## config.mk

```make
export PLATFORM = sky130hd
export DESIGN_NAME = wb_select_stage
export DESIGN_NICKNAME = d
export VERILOG_FILES = /design/src/rtl/wb_pkg.sv /design/src/rtl/wb_io_timer.sv /design/src/rtl/wb_select_stage.sv
export SDC_FILE = /design/constraint.sdc
export NUM_CORES = 1
export LEC_CHECK = 0
export ABC_CLOCK_PERIOD_IN_PS = 3820
export CAP_MARGIN = 30
export CORE_MARGIN = 3
export CORE_UTILIZATION = 42
export DETAILED_ROUTE_END_ITERATION = 16
export PLACE_DENSITY_LB_ADDON = 0.25
export SETUP_SLACK_MARGIN = 0.15
export SLEW_MARGIN = 15
export SYNTH_ARGS = -nofsm -noshare
export SYNTH_HDL_FRONTEND = slang
export SYNTH_SLANG_ARGS = --single-unit
```

## constraint.sdc

```tcl
create_clock -name clock -period 3.82 [get_ports clock]
set_input_delay 0.573 -clock clock [delete_from_list [all_inputs] [get_ports clock]]
set_output_delay 0.573 -clock clock [all_outputs]
set_load 0.01 [all_outputs]
```

## src/rtl/wb_pkg.sv

```systemverilog
// Shared types and helpers for the write-back select stage.
package wb_pkg;

  localparam int unsigned WB_DATA_W = 32;
  localparam int unsigned WB_REG_AW = 5;

  typedef enum logic [0:0] {
    StIdle,
    StWaitIo
  } wb_state_e;

  // Out-of-range select codes pick constant zero instead of a source.
  function automatic logic sel_zero(input int unsigned sel, input int unsigned nsrc);
    return sel >= nsrc;
  endfunction

endpackage

```

## src/rtl/wb_io_timer.sv

```systemverilog
// Clearable, enabled wait counter with a terminal-count flag at IO_TIMEOUT-1.
module wb_io_timer #(
  parameter int unsigned IO_TIMEOUT = 255
) (
  input  logic clk_i,
  input  logic rst_i,
  input  logic clr_i,
  input  logic en_i,
  output logic tc_o
);

  localparam int unsigned CntW = (IO_TIMEOUT > 1) ? $clog2(IO_TIMEOUT) : 1;

  logic [CntW-1:0] cnt_d, cnt_q;

  // Clear has priority so a fresh wait always starts from zero.
  always_comb begin
    cnt_d = cnt_q;
    if (clr_i) begin
      cnt_d = '0;
    end else if (en_i) begin
      cnt_d = cnt_q + CntW'(1);
    end
  end

  // Counter register, synchronous active-high reset.
  always_ff @(posedge clk_i) begin
    if (rst_i) begin
      cnt_q <= '0;
    end else begin
      cnt_q <= cnt_d;
    end
  end

  assign tc_o = (cnt_q == CntW'(IO_TIMEOUT - 1));

endmodule

```

## src/rtl/wb_select_stage.sv

```systemverilog
// Registered write-back select stage: picks one of NSRC sources, waits for io_ready on the
// IO source with a timeout, and emits a single-cycle write-back beat.
// Optional: define WB_ZERO_GUARD_EN to suppress writes (and zero data) to destination 0.
module wb_select_stage
  import wb_pkg::*;
#(
  parameter int unsigned DATA_W     = WB_DATA_W,
  parameter int unsigned NSRC       = 4,
  parameter int unsigned SEL_W      = $clog2(NSRC),
  parameter int unsigned IO_SRC     = 1,
  parameter int unsigned IO_TIMEOUT = 255,
  parameter int unsigned REG_AW     = WB_REG_AW
) (
  input  logic                   clock,
  input  logic                   reset,
  input  logic                   in_valid,
  output logic                   in_ready,
  input  logic [SEL_W-1:0]       sel,
  input  logic [NSRC*DATA_W-1:0] src_data,
  input  logic [REG_AW-1:0]      in_dest,
  input  logic                   in_we,
  input  logic                   io_ready,
  output logic                   wb_valid,
  output logic [DATA_W-1:0]      wb_data,
  output logic [REG_AW-1:0]      wb_dest,
  output logic                   wb_we,
  output logic                   io_timeout
);

  wb_state_e state_d, state_q;

  logic [REG_AW-1:0] pend_dest_d, pend_dest_q;
  logic              pend_we_d, pend_we_q;
  logic              wb_valid_d, wb_valid_q;
  logic [DATA_W-1:0] wb_data_d, wb_data_q;
  logic [REG_AW-1:0] wb_dest_d, wb_dest_q;
  logic              wb_we_d, wb_we_q;
  logic              io_timeout_d, io_timeout_q;

  logic              tmr_clr, tmr_en, tmr_tc;
  logic [DATA_W-1:0] sel_data;
  logic [DATA_W-1:0] io_data;
  logic              sel_is_io;
  logic              accept;

  wb_io_timer #(
    .IO_TIMEOUT(IO_TIMEOUT)
  ) u_io_timer (
    .clk_i(clock),
    .rst_i(reset),
    .clr_i(tmr_clr),
    .en_i (tmr_en),
    .tc_o (tmr_tc)
  );

  // Source mux; codes outside 0..NSRC-1 fall through to zero.
  always_comb begin
    sel_data = '0;
    if (!sel_zero(32'(sel), NSRC)) begin
      for (int i = 0; i < NSRC; i++) begin
        if (sel == SEL_W'(i)) begin
          sel_data = src_data[i*DATA_W +: DATA_W];
        end
      end
    end
  end

  assign io_data   = src_data[IO_SRC*DATA_W +: DATA_W];
  assign sel_is_io = (sel == SEL_W'(IO_SRC));
  assign in_ready  = (state_q == StIdle);
  assign accept    = in_valid && in_ready;

  // Next-state and write-back beat formation.
  always_comb begin
    state_d      = state_q;
    pend_dest_d  = pend_dest_q;
    pend_we_d    = pend_we_q;
    wb_valid_d   = 1'b0;
    wb_data_d    = wb_data_q;
    wb_dest_d    = wb_dest_q;
    wb_we_d      = 1'b0;
    io_timeout_d = io_timeout_q;
    tmr_clr      = 1'b0;
    tmr_en       = 1'b0;

    unique case (state_q)
      StIdle: begin
        if (accept) begin
          if (sel_is_io && !io_ready) begin
            pend_dest_d = in_dest;
            pend_we_d   = in_we;
            tmr_clr     = 1'b1;
            state_d     = StWaitIo;
          end else begin
            wb_valid_d = 1'b1;
            wb_data_d  = sel_data;
            wb_dest_d  = in_dest;
            wb_we_d    = in_we;
          end
        end
      end
      StWaitIo: begin
        tmr_en = 1'b1;
        // Data arriving in the terminal cycle beats the timeout.
        if (io_ready) begin
          wb_valid_d = 1'b1;
          wb_data_d  = io_data;
          wb_dest_d  = pend_dest_q;
          wb_we_d    = pend_we_q;
          state_d    = StIdle;
        end else if (tmr_tc) begin
          wb_valid_d   = 1'b1;
          wb_data_d    = '0;
          wb_dest_d    = pend_dest_q;
          wb_we_d      = 1'b0;
          io_timeout_d = 1'b1;
          state_d      = StIdle;
        end
      end
      default: state_d = StIdle;
    endcase

`ifdef WB_ZERO_GUARD_EN
    if (wb_valid_d && (wb_dest_d == '0)) begin
      wb_we_d   = 1'b0;
      wb_data_d = '0;
    end
`endif
  end

  // State and output registers, synchronous active-high reset.
  always_ff @(posedge clock) begin
    if (reset) begin
      state_q      <= StIdle;
      pend_dest_q  <= '0;
      pend_we_q    <= 1'b0;
      wb_valid_q   <= 1'b0;
      wb_data_q    <= '0;
      wb_dest_q    <= '0;
      wb_we_q      <= 1'b0;
      io_timeout_q <= 1'b0;
    end else begin
      state_q      <= state_d;
      pend_dest_q  <= pend_dest_d;
      pend_we_q    <= pend_we_d;
      wb_valid_q   <= wb_valid_d;
      wb_data_q    <= wb_data_d;
      wb_dest_q    <= wb_dest_d;
      wb_we_q      <= wb_we_d;
      io_timeout_q <= io_timeout_d;
    end
  end

  assign wb_valid   = wb_valid_q;
  assign wb_data    = wb_data_q;
  assign wb_dest    = wb_dest_q;
  assign wb_we      = wb_we_q;
  assign io_timeout = io_timeout_q;

endmodule

```

==> metrics.md <==
| Metric | Value |
|---|---|
| Core area | 7410 um^2 |
| Max-slew violations | 0 |
| Syn_area_per_cell | 8.86 um^2 |
| Synth Instances | 370 |
| Leakage | 2.03 nW |
| CP arrival | 2.76 ns |
| Main flop type after synthesis | dfxtp_1 |
| Antenna diodes | 0 |
| Clock transition at path regs | 0.10 ns |
| Total number of vias | 3428 |
| CTS hold repair buffers | 0 |
| Routed WL | 10700 um |
| Vias per cell | 5.43 |
| Commonest non-fill, non-tap cell in the layout | clkdlybuf4s50_1 |
| Syn_nets | 512 |
| DRT iter0 DRCs | 126 |
| Post_cts resized | 0 |
| Post-layout power | 0.00141 W |
| Relative slew slack | 0.534 |
| Total Neg Setup Slack | 0 ns |
| Port bufs | 180 |
| Crit path max fanout | 35 |
| Worst Tran Pin Value | 0.682 ns |
| Fillers | 588 |
| Fin crit period | 2.59 ns |
| Crit end category | flip-flop |
| Full die area | 8900 um^2 |
| Drt drc | 0 |
| RSZ-0062 raised after global routing | no |
| Final nets | 674 |
| WL/cell | 16.9 um |
| Placer Congestion | 0.804 |
| Seq cells post-synth | 55 |
| Clk root buf | clkbuf_8 |
| R2R setup slack | 1.23 ns |
| Synth Warn # | 0 |
| Initial antenna violation count | 0 |
| CTS Sinks | 55 |
| Fin crit share | 0.679 |
| Worst path max stage delay | 0.62 ns |
| Hold Crit Class | reg2reg |
| Worst EP required | 3.98 ns |
| Crit start category | flip-flop |
| First-pass GRT wire length | 16900 um |
| Number of synthesized flops with an enable pin | 0 |
| Synth cell types | 31 |
| Fin Hold WS | 0.463 ns |
| Fmax | 0.386 GHz |
| Cell Rows | 31 |
| Register area share after synthesis | 0.336 |
| Final ANT Viol Nets | 0 |
| Vias in the first global route | 3538 |
| Layout Skew | 0.00630 ns |
| Hold Violations, Final | 0 |
| TritonRoute pass-1 iters | 4 |
| Crit path kind | reg2reg |
| Grt ovf | 0 |
| All-Layer GR Usage | 0.238 |
| Die width | 94.4 um |
| Power Dens Cells | 270 nW/um^2 |
| Asr flop ratio synth | 0 |
| Setup-failing EPs final | 0 |
| Post-CTS Setup Bufs | 0 |
| Final HPWL DP | 8210 um |
| Chip Height | 94.4 um |
| Status | completed |
| Pin count of the biggest net entering global routing | 48 |
| Clk Latency, worst-skew pair | 0.31 ns |
| CP max stage cell | dfxtp_2 |
| P&R area growth vs syn | 59.2% |
| Layout cells sized above 1 | 0.0902 |
| VDD IR-drop max | 0.176 mV |
| H-tree depth | 2 |
| CTS tree | yes |
| Most frequent CP cell | buf_4 |
| Most frequent cells in the layout | clkdlybuf4s50_1, inv_1, dfxtp_1 |
| Ports | 181 |
| Max cap viols | 0 |
| CTS Buf Count | 5 |
| Clk buf depth | 2 |
| Netlist Area Pre-Place | 3280 um^2 |
| CP Cell Sequence | buf_4 -> nor2b_1 -> a21boi_2 -> buf_4 -> or2_2 -> buf_12 -> a211oi_1 |
| Starting Density | 0.443 |
[sequential cells by signal (all words and copies together) (netlist names)]
register          count
io_timeout            1
pend_dest_q           5
pend_we_q             1
state_q               1
u_io_timer.cnt_q      8
wb_data              32
wb_dest               5
wb_valid              1
wb_we                 1
[final timing paths]
kind | start | to | depth (start not counted)
min | wb_data[26] | wb_data[26] | 2
min reg2reg | wb_data[26] | wb_data[26] | 2
max reg2reg | state_q | wb_data[25] | 7
max | state_q | wb_data[25] | 7
[critical path: cells and delay by family (launching register included)]
family / cells / cell delay (ns)
simple gates: 2 / 0.58
buf+inv: 3 / 0.89
flops: 1 / 0.62
compound gates: 2 / 0.32
[stage by stage]
| stage | setup WS [ns] | area (um^2) | cells | util |
|---|---|---|---|---|
| 4_1_cts | 1.20 | 5200 | 630 | 0.703 |
| 2_1_floorplan | 1.92 | 3280 | 370 | - |
| 6_report | 1.23 | 5220 | 631 | 0.705 |
| 5_1_grt | 1.05 | 5220 | 631 | 0.705 |
| 3_5_place_dp | 0.943 | 5120 | 623 | 0.691 |
| 3_3_place_gp | 1.02 | 5100 | 622 | 0.689 |
[area by class of cell]
class	count	area [um^2]	share of cell area
Timing Repair Buffer	193	1920	0.367
Multi-Input combinational cell	205	1720	0.330
Sequential cell	55	1100	0.211
Inverter	72	270	0.0518
Tap cell	99	124	0.0237
Clock buffer	5	68.8	0.0132
Clock inverter	2	17.5	0.00336
[cell families after synthesis]
logic type,Yosys count,share of synthesized area
buffers and inverters,110,0.141
muxes,38,0.116
xor gates and xnor gates,7,0.0187
and+or+nand+nor,45,0.0683
adders and majority gates,2,0.00763
AOI/OAI and AO/OA,113,0.313
DFF,55,0.336
[cells in the mapped netlist (4+ instances only)]
library cell / number / area share
a2111oi_0: 37 / 0.099
a211oi_1: 19 / 0.043
a211oi_2: 19 / 0.072
buf_2: 15 / 0.023
buf_6: 4 / 0.014
clkbuf_1: 18 / 0.021
dfxtp_1: 55 / 0.34
inv_1: 71 / 0.081
mux2i_1: 38 / 0.12
nand2_1: 8 / 0.0092
nor2_1: 18 / 0.021
nor2b_1: 6 / 0.011
o32ai_1: 32 / 0.085
xnor2_1: 4 / 0.011
[routing by layer]
layer / part of all wire / global-route usage / up-vias
li1: - / - / 1674
met1: 0.39 / 0.287 / 1600
met2: 0.53 / 0.421 / 142
met3: 0.076 / 0.0661 / 12
met4: 0.013 / 0.0542 / 0
met5: 0 / 0 / -
[where the power goes]
| part | switching [W] | internal [W] |
|---|---|---|
| clock | 0.000190 | 0.000129 |
| combinational | 0.000184 | 0.000270 |
| sequential | 0.0000229 | 0.000612 |
| total | 0.000396 | 0.00101 |
Note: power is estimated with default switching activity, not from simulation.
